**config.mk**
```make
export PLATFORM = sky130hd
export DESIGN_NAME = hazard_sequencer_flat
export DESIGN_NICKNAME = d
export VERILOG_FILES = /design/src/rtl/hazard_sequencer_if.sv /design/src/rtl/hazard_sequencer.sv /design/src/flat_wrapper.sv
export SDC_FILE = /design/constraint.sdc
export NUM_CORES = 1
export LEC_CHECK = 0
export ABC_AREA = 1
export CORE_AREA = 2 2 72 74
export CTS_BUF_LIST = sky130_fd_sc_hd__clkbuf_8
export CTS_CLUSTER_SIZE = 14
export DETAILED_ROUTE_END_ITERATION = 8
export DIE_AREA = 0 0 74 76
export PLACE_DENSITY = 0.83
export RECOVER_POWER = 25
export SLEW_MARGIN = 20
export SYNTH_ARGS = -nofsm -noshare
export SYNTH_HDL_FRONTEND = slang
export SYNTH_SLANG_ARGS = --single-unit
```
**constraint.sdc**
```tcl
create_clock -name clock -period 1.5 [get_ports clock]
set_input_delay 0.3 -clock clock [delete_from_list [all_inputs] [get_ports clock]]
set_output_delay 0.3 -clock clock [all_outputs]
set_load 0.005 [all_outputs]
```
**src/rtl/hazard_sequencer_if.sv**
```systemverilog
// Pipeline hazard control bundle between the pipeline and the hazard sequencer.
// The pipeline side (master) drives the hazard sources and consumes the
// control strobes; the sequencer side (slave) does the reverse.
// Control strobes are level signals valid in the same cycle as the inputs that
// produced them; there is no valid/ready handshake, the pipeline registers
// simply sample the strobes on the next rising clock edge.
interface hazard_sequencer_if;
    logic [3:0]  id_rs;
    logic [3:0]  id_rt;
    logic        id_ex_memread;
    logic [3:0]  id_ex_rd;
    logic        branch_taken;
    logic        ex_start;
    logic [3:0]  ex_latency;
    logic        mem_busy;
    logic        halt_id;
    logic        resume;
    logic        pc_write;
    logic        if_id_write;
    logic        if_flush;
    logic        id_ex_write;
    logic        id_ex_bubble;
    logic [15:0] stall_cnt;
    logic [7:0]  flush_cnt;
    logic [1:0]  dbg_state;

    modport master (
        output id_rs, id_rt, id_ex_memread, id_ex_rd, branch_taken,
               ex_start, ex_latency, mem_busy, halt_id, resume,
        input  pc_write, if_id_write, if_flush, id_ex_write, id_ex_bubble,
               stall_cnt, flush_cnt, dbg_state
    );

    modport slave (
        input  id_rs, id_rt, id_ex_memread, id_ex_rd, branch_taken,
               ex_start, ex_latency, mem_busy, halt_id, resume,
        output pc_write, if_id_write, if_flush, id_ex_write, id_ex_bubble,
               stall_cnt, flush_cnt, dbg_state
    );
endinterface

```
**src/rtl/hazard_sequencer.sv**
```systemverilog
// Hazard sequencer: resolves redirects, multi-cycle EX stalls, load-use
// stalls, HALT and fetch back-pressure into pipeline register controls.
// Controls are combinational from state and inputs so the pipeline registers
// act on them at the same edge; state and event counters are registered.
module hazard_sequencer (
    input  logic               clock,
    input  logic               reset,
    hazard_sequencer_if.slave  bus
);
    typedef enum logic [1:0] {
        RUN     = 2'd0,
        EX_WAIT = 2'd1,
        HALTED  = 2'd2
    } state_t;

    state_t      r_state;
    logic [3:0]  r_cnt;
    logic [15:0] r_stall_cnt;
    logic [7:0]  r_flush_cnt;

    state_t      w_next_state;
    logic [3:0]  w_next_cnt;
    logic        w_load_use;
    logic        w_redirect;
    logic        w_pc_write;
    logic        w_if_id_write;
    logic        w_if_flush;
    logic        w_id_ex_write;
    logic        w_id_ex_bubble;

    // A load in EX whose destination feeds the instruction in ID; r0 never hazards.
    assign w_load_use = bus.id_ex_memread && (bus.id_ex_rd != 4'd0) &&
                        ((bus.id_ex_rd == bus.id_rs) || (bus.id_ex_rd == bus.id_rt));

    // Next state and pipeline controls, highest-priority hazard first.
    always_comb begin
        w_next_state   = r_state;
        w_next_cnt     = r_cnt;
        w_redirect     = 1'b0;
        w_pc_write     = 1'b1;
        w_if_id_write  = 1'b1;
        w_if_flush     = 1'b0;
        w_id_ex_write  = 1'b1;
        w_id_ex_bubble = 1'b0;
        if (reset) begin
            // Flush IF/ID and bubble ID/EX while holding the PC; if_id_write
            // stays high so the flush actually lands in IF/ID.
            w_pc_write     = 1'b0;
            w_if_flush     = 1'b1;
            w_id_ex_bubble = 1'b1;
            w_next_state   = RUN;
            w_next_cnt     = 4'd0;
        end else begin
            case (r_state)
                RUN: begin
                    if (bus.branch_taken) begin
                        w_if_flush     = 1'b1;
                        w_id_ex_bubble = 1'b1;
                        w_redirect     = 1'b1;
                    end else if (bus.ex_start && (bus.ex_latency >= 4'd2)) begin
                        // First stall cycle; L=2 needs no more, longer ops wait out L-2 more.
                        w_pc_write    = 1'b0;
                        w_if_id_write = 1'b0;
                        w_id_ex_write = 1'b0;
                        if (bus.ex_latency >= 4'd3) begin
                            w_next_state = EX_WAIT;
                            w_next_cnt   = bus.ex_latency - 4'd2;
                        end
                    end else if (w_load_use) begin
                        w_pc_write     = 1'b0;
                        w_if_id_write  = 1'b0;
                        w_id_ex_bubble = 1'b1;
                    end else if (bus.halt_id) begin
                        w_pc_write    = 1'b0;
                        w_if_id_write = 1'b0;
                        w_next_state  = HALTED;
                    end else if (bus.mem_busy) begin
                        // Fetch not ready: hold PC and put a NOP into IF/ID.
                        w_pc_write = 1'b0;
                        w_if_flush = 1'b1;
                    end
                end
                EX_WAIT: begin
                    w_pc_write    = 1'b0;
                    w_if_id_write = 1'b0;
                    w_id_ex_write = 1'b0;
                    if (r_cnt == 4'd1) begin
                        w_next_state = RUN;
                        w_next_cnt   = 4'd0;
                    end else begin
                        w_next_cnt = r_cnt - 4'd1;
                    end
                end
                HALTED: begin
                    w_pc_write     = 1'b0;
                    w_if_id_write  = 1'b0;
                    w_id_ex_bubble = 1'b1;
                    if (bus.resume) begin
                        w_next_state = RUN;
                    end
                end
                default: begin
                    w_next_state = RUN;
                    w_next_cnt   = 4'd0;
                end
            endcase
        end
    end

    // State, EX countdown and saturating stall/flush event counters.
    always_ff @(posedge clock) begin
        if (reset) begin
            r_state     <= RUN;
            r_cnt       <= 4'd0;
            r_stall_cnt <= 16'd0;
            r_flush_cnt <= 8'd0;
        end else begin
            r_state <= w_next_state;
            r_cnt   <= w_next_cnt;
            if ((r_state != HALTED) && !w_pc_write && (r_stall_cnt != 16'hFFFF)) begin
                r_stall_cnt <= r_stall_cnt + 16'd1;
            end
            if (w_redirect && (r_flush_cnt != 8'hFF)) begin
                r_flush_cnt <= r_flush_cnt + 8'd1;
            end
        end
    end

    assign bus.pc_write     = w_pc_write;
    assign bus.if_id_write  = w_if_id_write;
    assign bus.if_flush     = w_if_flush;
    assign bus.id_ex_write  = w_id_ex_write;
    assign bus.id_ex_bubble = w_id_ex_bubble;
    assign bus.stall_cnt    = r_stall_cnt;
    assign bus.flush_cnt    = r_flush_cnt;
    assign bus.dbg_state    = r_state;
endmodule

```
**src/flat_wrapper.sv**
```systemverilog
// flat-port wrapper written by rule: the top's interface ports become plain ports
module hazard_sequencer_flat 
  (clock, reset, bus_id_rs, bus_id_rt, bus_id_ex_memread, bus_id_ex_rd, bus_branch_taken, bus_ex_start, bus_ex_latency, bus_mem_busy, bus_halt_id, bus_resume, bus_pc_write, bus_if_id_write, bus_if_flush, bus_id_ex_write, bus_id_ex_bubble, bus_stall_cnt, bus_flush_cnt, bus_dbg_state);
  hazard_sequencer_if bus_i ();
  input  logic clock;
  input  logic reset;
  input wire logic [$bits(bus_i.id_rs)-1:0] bus_id_rs;
  input wire logic [$bits(bus_i.id_rt)-1:0] bus_id_rt;
  input wire logic [$bits(bus_i.id_ex_memread)-1:0] bus_id_ex_memread;
  input wire logic [$bits(bus_i.id_ex_rd)-1:0] bus_id_ex_rd;
  input wire logic [$bits(bus_i.branch_taken)-1:0] bus_branch_taken;
  input wire logic [$bits(bus_i.ex_start)-1:0] bus_ex_start;
  input wire logic [$bits(bus_i.ex_latency)-1:0] bus_ex_latency;
  input wire logic [$bits(bus_i.mem_busy)-1:0] bus_mem_busy;
  input wire logic [$bits(bus_i.halt_id)-1:0] bus_halt_id;
  input wire logic [$bits(bus_i.resume)-1:0] bus_resume;
  output wire logic [$bits(bus_i.pc_write)-1:0] bus_pc_write;
  output wire logic [$bits(bus_i.if_id_write)-1:0] bus_if_id_write;
  output wire logic [$bits(bus_i.if_flush)-1:0] bus_if_flush;
  output wire logic [$bits(bus_i.id_ex_write)-1:0] bus_id_ex_write;
  output wire logic [$bits(bus_i.id_ex_bubble)-1:0] bus_id_ex_bubble;
  output wire logic [$bits(bus_i.stall_cnt)-1:0] bus_stall_cnt;
  output wire logic [$bits(bus_i.flush_cnt)-1:0] bus_flush_cnt;
  output wire logic [$bits(bus_i.dbg_state)-1:0] bus_dbg_state;
  assign bus_i.id_rs = bus_id_rs;
  assign bus_i.id_rt = bus_id_rt;
  assign bus_i.id_ex_memread = bus_id_ex_memread;
  assign bus_i.id_ex_rd = bus_id_ex_rd;
  assign bus_i.branch_taken = bus_branch_taken;
  assign bus_i.ex_start = bus_ex_start;
  assign bus_i.ex_latency = bus_ex_latency;
  assign bus_i.mem_busy = bus_mem_busy;
  assign bus_i.halt_id = bus_halt_id;
  assign bus_i.resume = bus_resume;
  assign bus_pc_write = bus_i.pc_write;
  assign bus_if_id_write = bus_i.if_id_write;
  assign bus_if_flush = bus_i.if_flush;
  assign bus_id_ex_write = bus_i.id_ex_write;
  assign bus_id_ex_bubble = bus_i.id_ex_bubble;
  assign bus_stall_cnt = bus_i.stall_cnt;
  assign bus_flush_cnt = bus_i.flush_cnt;
  assign bus_dbg_state = bus_i.dbg_state;
  hazard_sequencer u_core (.clock(clock), .reset(reset), .bus(bus_i));
endmodule
```
==> out/metrics.cfg <==
[status]
violations = negative setup slack
status = finished, violations left

[cells_and_area]
final_nets = 461
areaGrowthSynthToFinish_pct = 67.9
final_util = 0.738
n_fill_cell = 360
antennaDiodeCount = 0
drive_gt1_frac = 0.490

[critical_path]
required_ns = 1.20
worst-path-max-fanout = 4
endpoint_kind = output pin
cp-start-kind = flop
arrival_ns = 1.46
critical_path_class = flop to output pin

[pwr]
cellLeakagePower_uw = 0.00171
p_per_area_mw_per_mm2 = 1300
ir_worst_vdd_uv = 955
power_uw = 4720

[timing]
setup-tns-final_ns = -4.63
period_share = 1.18
clock_skew_ns = 0.0131
fin_crit_ns = 1.76
fmaxAchievable_ghz = 0.567
setup_viol = 30
slew_headroom = 0.773
hold_viol_final = 0
worst_pin_slew_ns = 0.340
worst_slack_ns = -0.264
slew_violations = 0
grt_setup_unrepaired = true

[detailed_routing]
drt_first_iter_violations = 168
dr_total_vias = 2586
drtPass1Iterations = 4
wl_um = 7470
wl_per_cell_um = 15.0
remaining_drc_errors = 0
ant_nets = 0
viasPerCell = 5.18

[synth]
synth.avg_cell_area_um2 = 6.85
ys_warn_count = 0
yosys_register_bits = 30
syn_nets = 347
synth.distinct_cells = 34
synth.area.top_cells = dfxtp_1, nand2_1, inv_1, xor2_1, nand4_1
yosysTopAreaCellShare = 0.278
ys_seq_area_frac = 0.278
syn_inst = 315
syn_area_mm2 = 0.00216
synth_top_area_cell = dfxtp_1

[clock_network]
clk_latency_ns = 0.30
cts.hold.buffers_added = 0
h-tree-depth = 2
cts_buffer_depth = 2
clkTransAtPathRegs_ns = 0.07
cts_buffers = 5
clk_root_buffer_cell = clkbuf_8
clock_sinks = 30
cts_tree = done

[floorplan]
start_util = 0.439
die_h_um = 76
fp.coreArea_mm2 = 0.00491
io_pins = 55
rows = 26
die_w_um = 74
dieArea_mm2 = 0.00562

[grt]
grt_usage = 0.240
grt-ovfl-total = 0
grt_max_degree = 21
grt_pass1_wl_um = 10800
grt_pass1_vias = 2548
antenna_found_initial = 0

[run]
maxCapViolations = 0

[place]
place_congestion = 0.886
hpwl_um = 4470
io_buffers = 54
detailedPlace.worstSlack_ns = -0.845

[hold_path]
hold_class = flop to flop

-- kinds of logic (layout without fill, tap and decap cells) --
family,after synthesis,in the layout,synth area share
adder cells (fa/ha/maj),8,8,0.0464
XOR/XNOR,18,18,0.0730
AO/OA/AOI/OAI,49,49,0.146
buffers and inverters,59,172,0.114
flip-flops,30,30,0.278
AND/OR/NAND/NOR,151,152,0.343
-- routing by layer --
metal  wire length (um)  vias to the layer above  GRT usage
met2               4000                      101      0.422
met4                259                        0      0.109
li1                   -                     1256          -
met1               2820                     1202      0.264
met3                387                       27     0.0595
met5                  0                        -          0
-- worst max-delay path: stages (launching register included) --
cell and delay (ns):
dfxtp_2 0.33, inv_2 0.07, ha_4 0.18, nand2_4 0.07, nor2_4 0.12, nand3_2 0.11, nand2_2 0.09, nand2_4 0.07
inv_2 0.04, buf_2 0.09
-- registers in the layout (all words and copies together), names as in the netlist --
signal,count
u_core.bus.dbg_state,2
u_core.bus.stall_cnt,16
u_core.r_cnt,4
u_core.bus.flush_cnt,8
-- placed cells by master (no fill, tap or decap), drive strengths merged --
| cell | netlist | layout |
|---|---|---|
| a211oi | 3 | 3 |
| a21oi | 25 | 25 |
| a31oi | 1 | 1 |
| a41oi | 1 | 1 |
| buf | 5 | 65 |
| clkbuf | 3 | 10 |
| clkdlybuf4s15 | 0 | 4 |
| clkdlybuf4s50 | 0 | 17 |
| clkinv | 0 | 2 |
| dfxtp | 30 | 30 |
| dlygate4sd2 | 0 | 20 |
| dlymetal6s2s | 0 | 3 |
| ha | 8 | 8 |
| inv | 51 | 51 |
| nand2 | 85 | 85 |
| nand3 | 16 | 17 |
| nand4 | 18 | 18 |
| nor2 | 26 | 26 |
| nor3 | 5 | 5 |
| nor4 | 1 | 1 |
| o211ai | 1 | 1 |
| o21a | 2 | 2 |
| o21ai | 13 | 13 |
| o21bai | 1 | 1 |
| o22ai | 2 | 2 |
| xnor2 | 5 | 5 |
| xor2 | 13 | 13 |
-- final timing paths --
path / startpoint / endpoint / slack [ns] / depth (start not counted)
min: u_core.bus.stall_cnt[15]$_SDFFE_PP0P_ / u_core.bus.stall_cnt[15]$_SDFFE_PP0P_ / 0.48 / 2
min reg2reg: u_core.bus.stall_cnt[15]$_SDFFE_PP0P_ / u_core.bus.stall_cnt[15]$_SDFFE_PP0P_ / 0.48 / 2
max: u_core.bus.dbg_state[1]$_SDFFE_PP0P_ / bus_pc_write / -0.26 / 9
max reg2reg: u_core.bus.dbg_state[1]$_SDFFE_PP0P_ / u_core.bus.stall_cnt[3]$_SDFFE_PP0P_ / -0.22 / 12
-- through the flow --
stage	instances	hold WS (ns)	instance area, um^2
2_1_floorplan	315	0.448	2200
3_3_place_gp	476	0.459	3100
3_5_place_dp	476	0.464	3100
4_1_cts	495	0.476	3360
5_1_grt	499	0.495	3620
6_report	499	0.484	3620
-- power breakdown --
group	total, uW	internal (uW)	switching, uW
Combinational	3060	1450	1610
Sequential	1030	928	97.5
Clock	635	311	324
Total	4720	2680	2030
-- synth_stat cells (all sizes together) --
library cell  number
a41oi              1
buf                5
a21oi             25
nor2              26
nand3             16
nor3               5
a211oi             3
clkbuf             3
xor2              13
o211ai             1
ha                 8
dfxtp             30
a31oi              1
o22ai              2
o21bai             1
inv               51
nand4             18
nand2             85
nor4               1
xnor2              5
o21ai             13
o21a               2
-- timing repair --
| action | CTS | global route |
|---|---|---|
| cloned | 2 | 0 |
| gates resized for setup | 113 | 88 |
| setup endpoints to repair | 56 | 40 |
| hold endpoints to repair | 0 | 0 |
| buffers inserted | 11 | 5 |
| pin swaps | 23 | 30 |
-- final cells by class --
class | instances | area (um^2) | area share
inverter | 51 | 201 | 0.0556
sequential | 30 | 632 | 0.174
tap | 70 | 87.6 | 0.0242
clock inverter | 2 | 10.0 | 0.00276
multi-input combinational | 227 | 1640 | 0.453
timing repair buffer | 114 | 981 | 0.271
clock buffer | 5 | 68.8 | 0.0190
(Power assumes the default switching activity.)
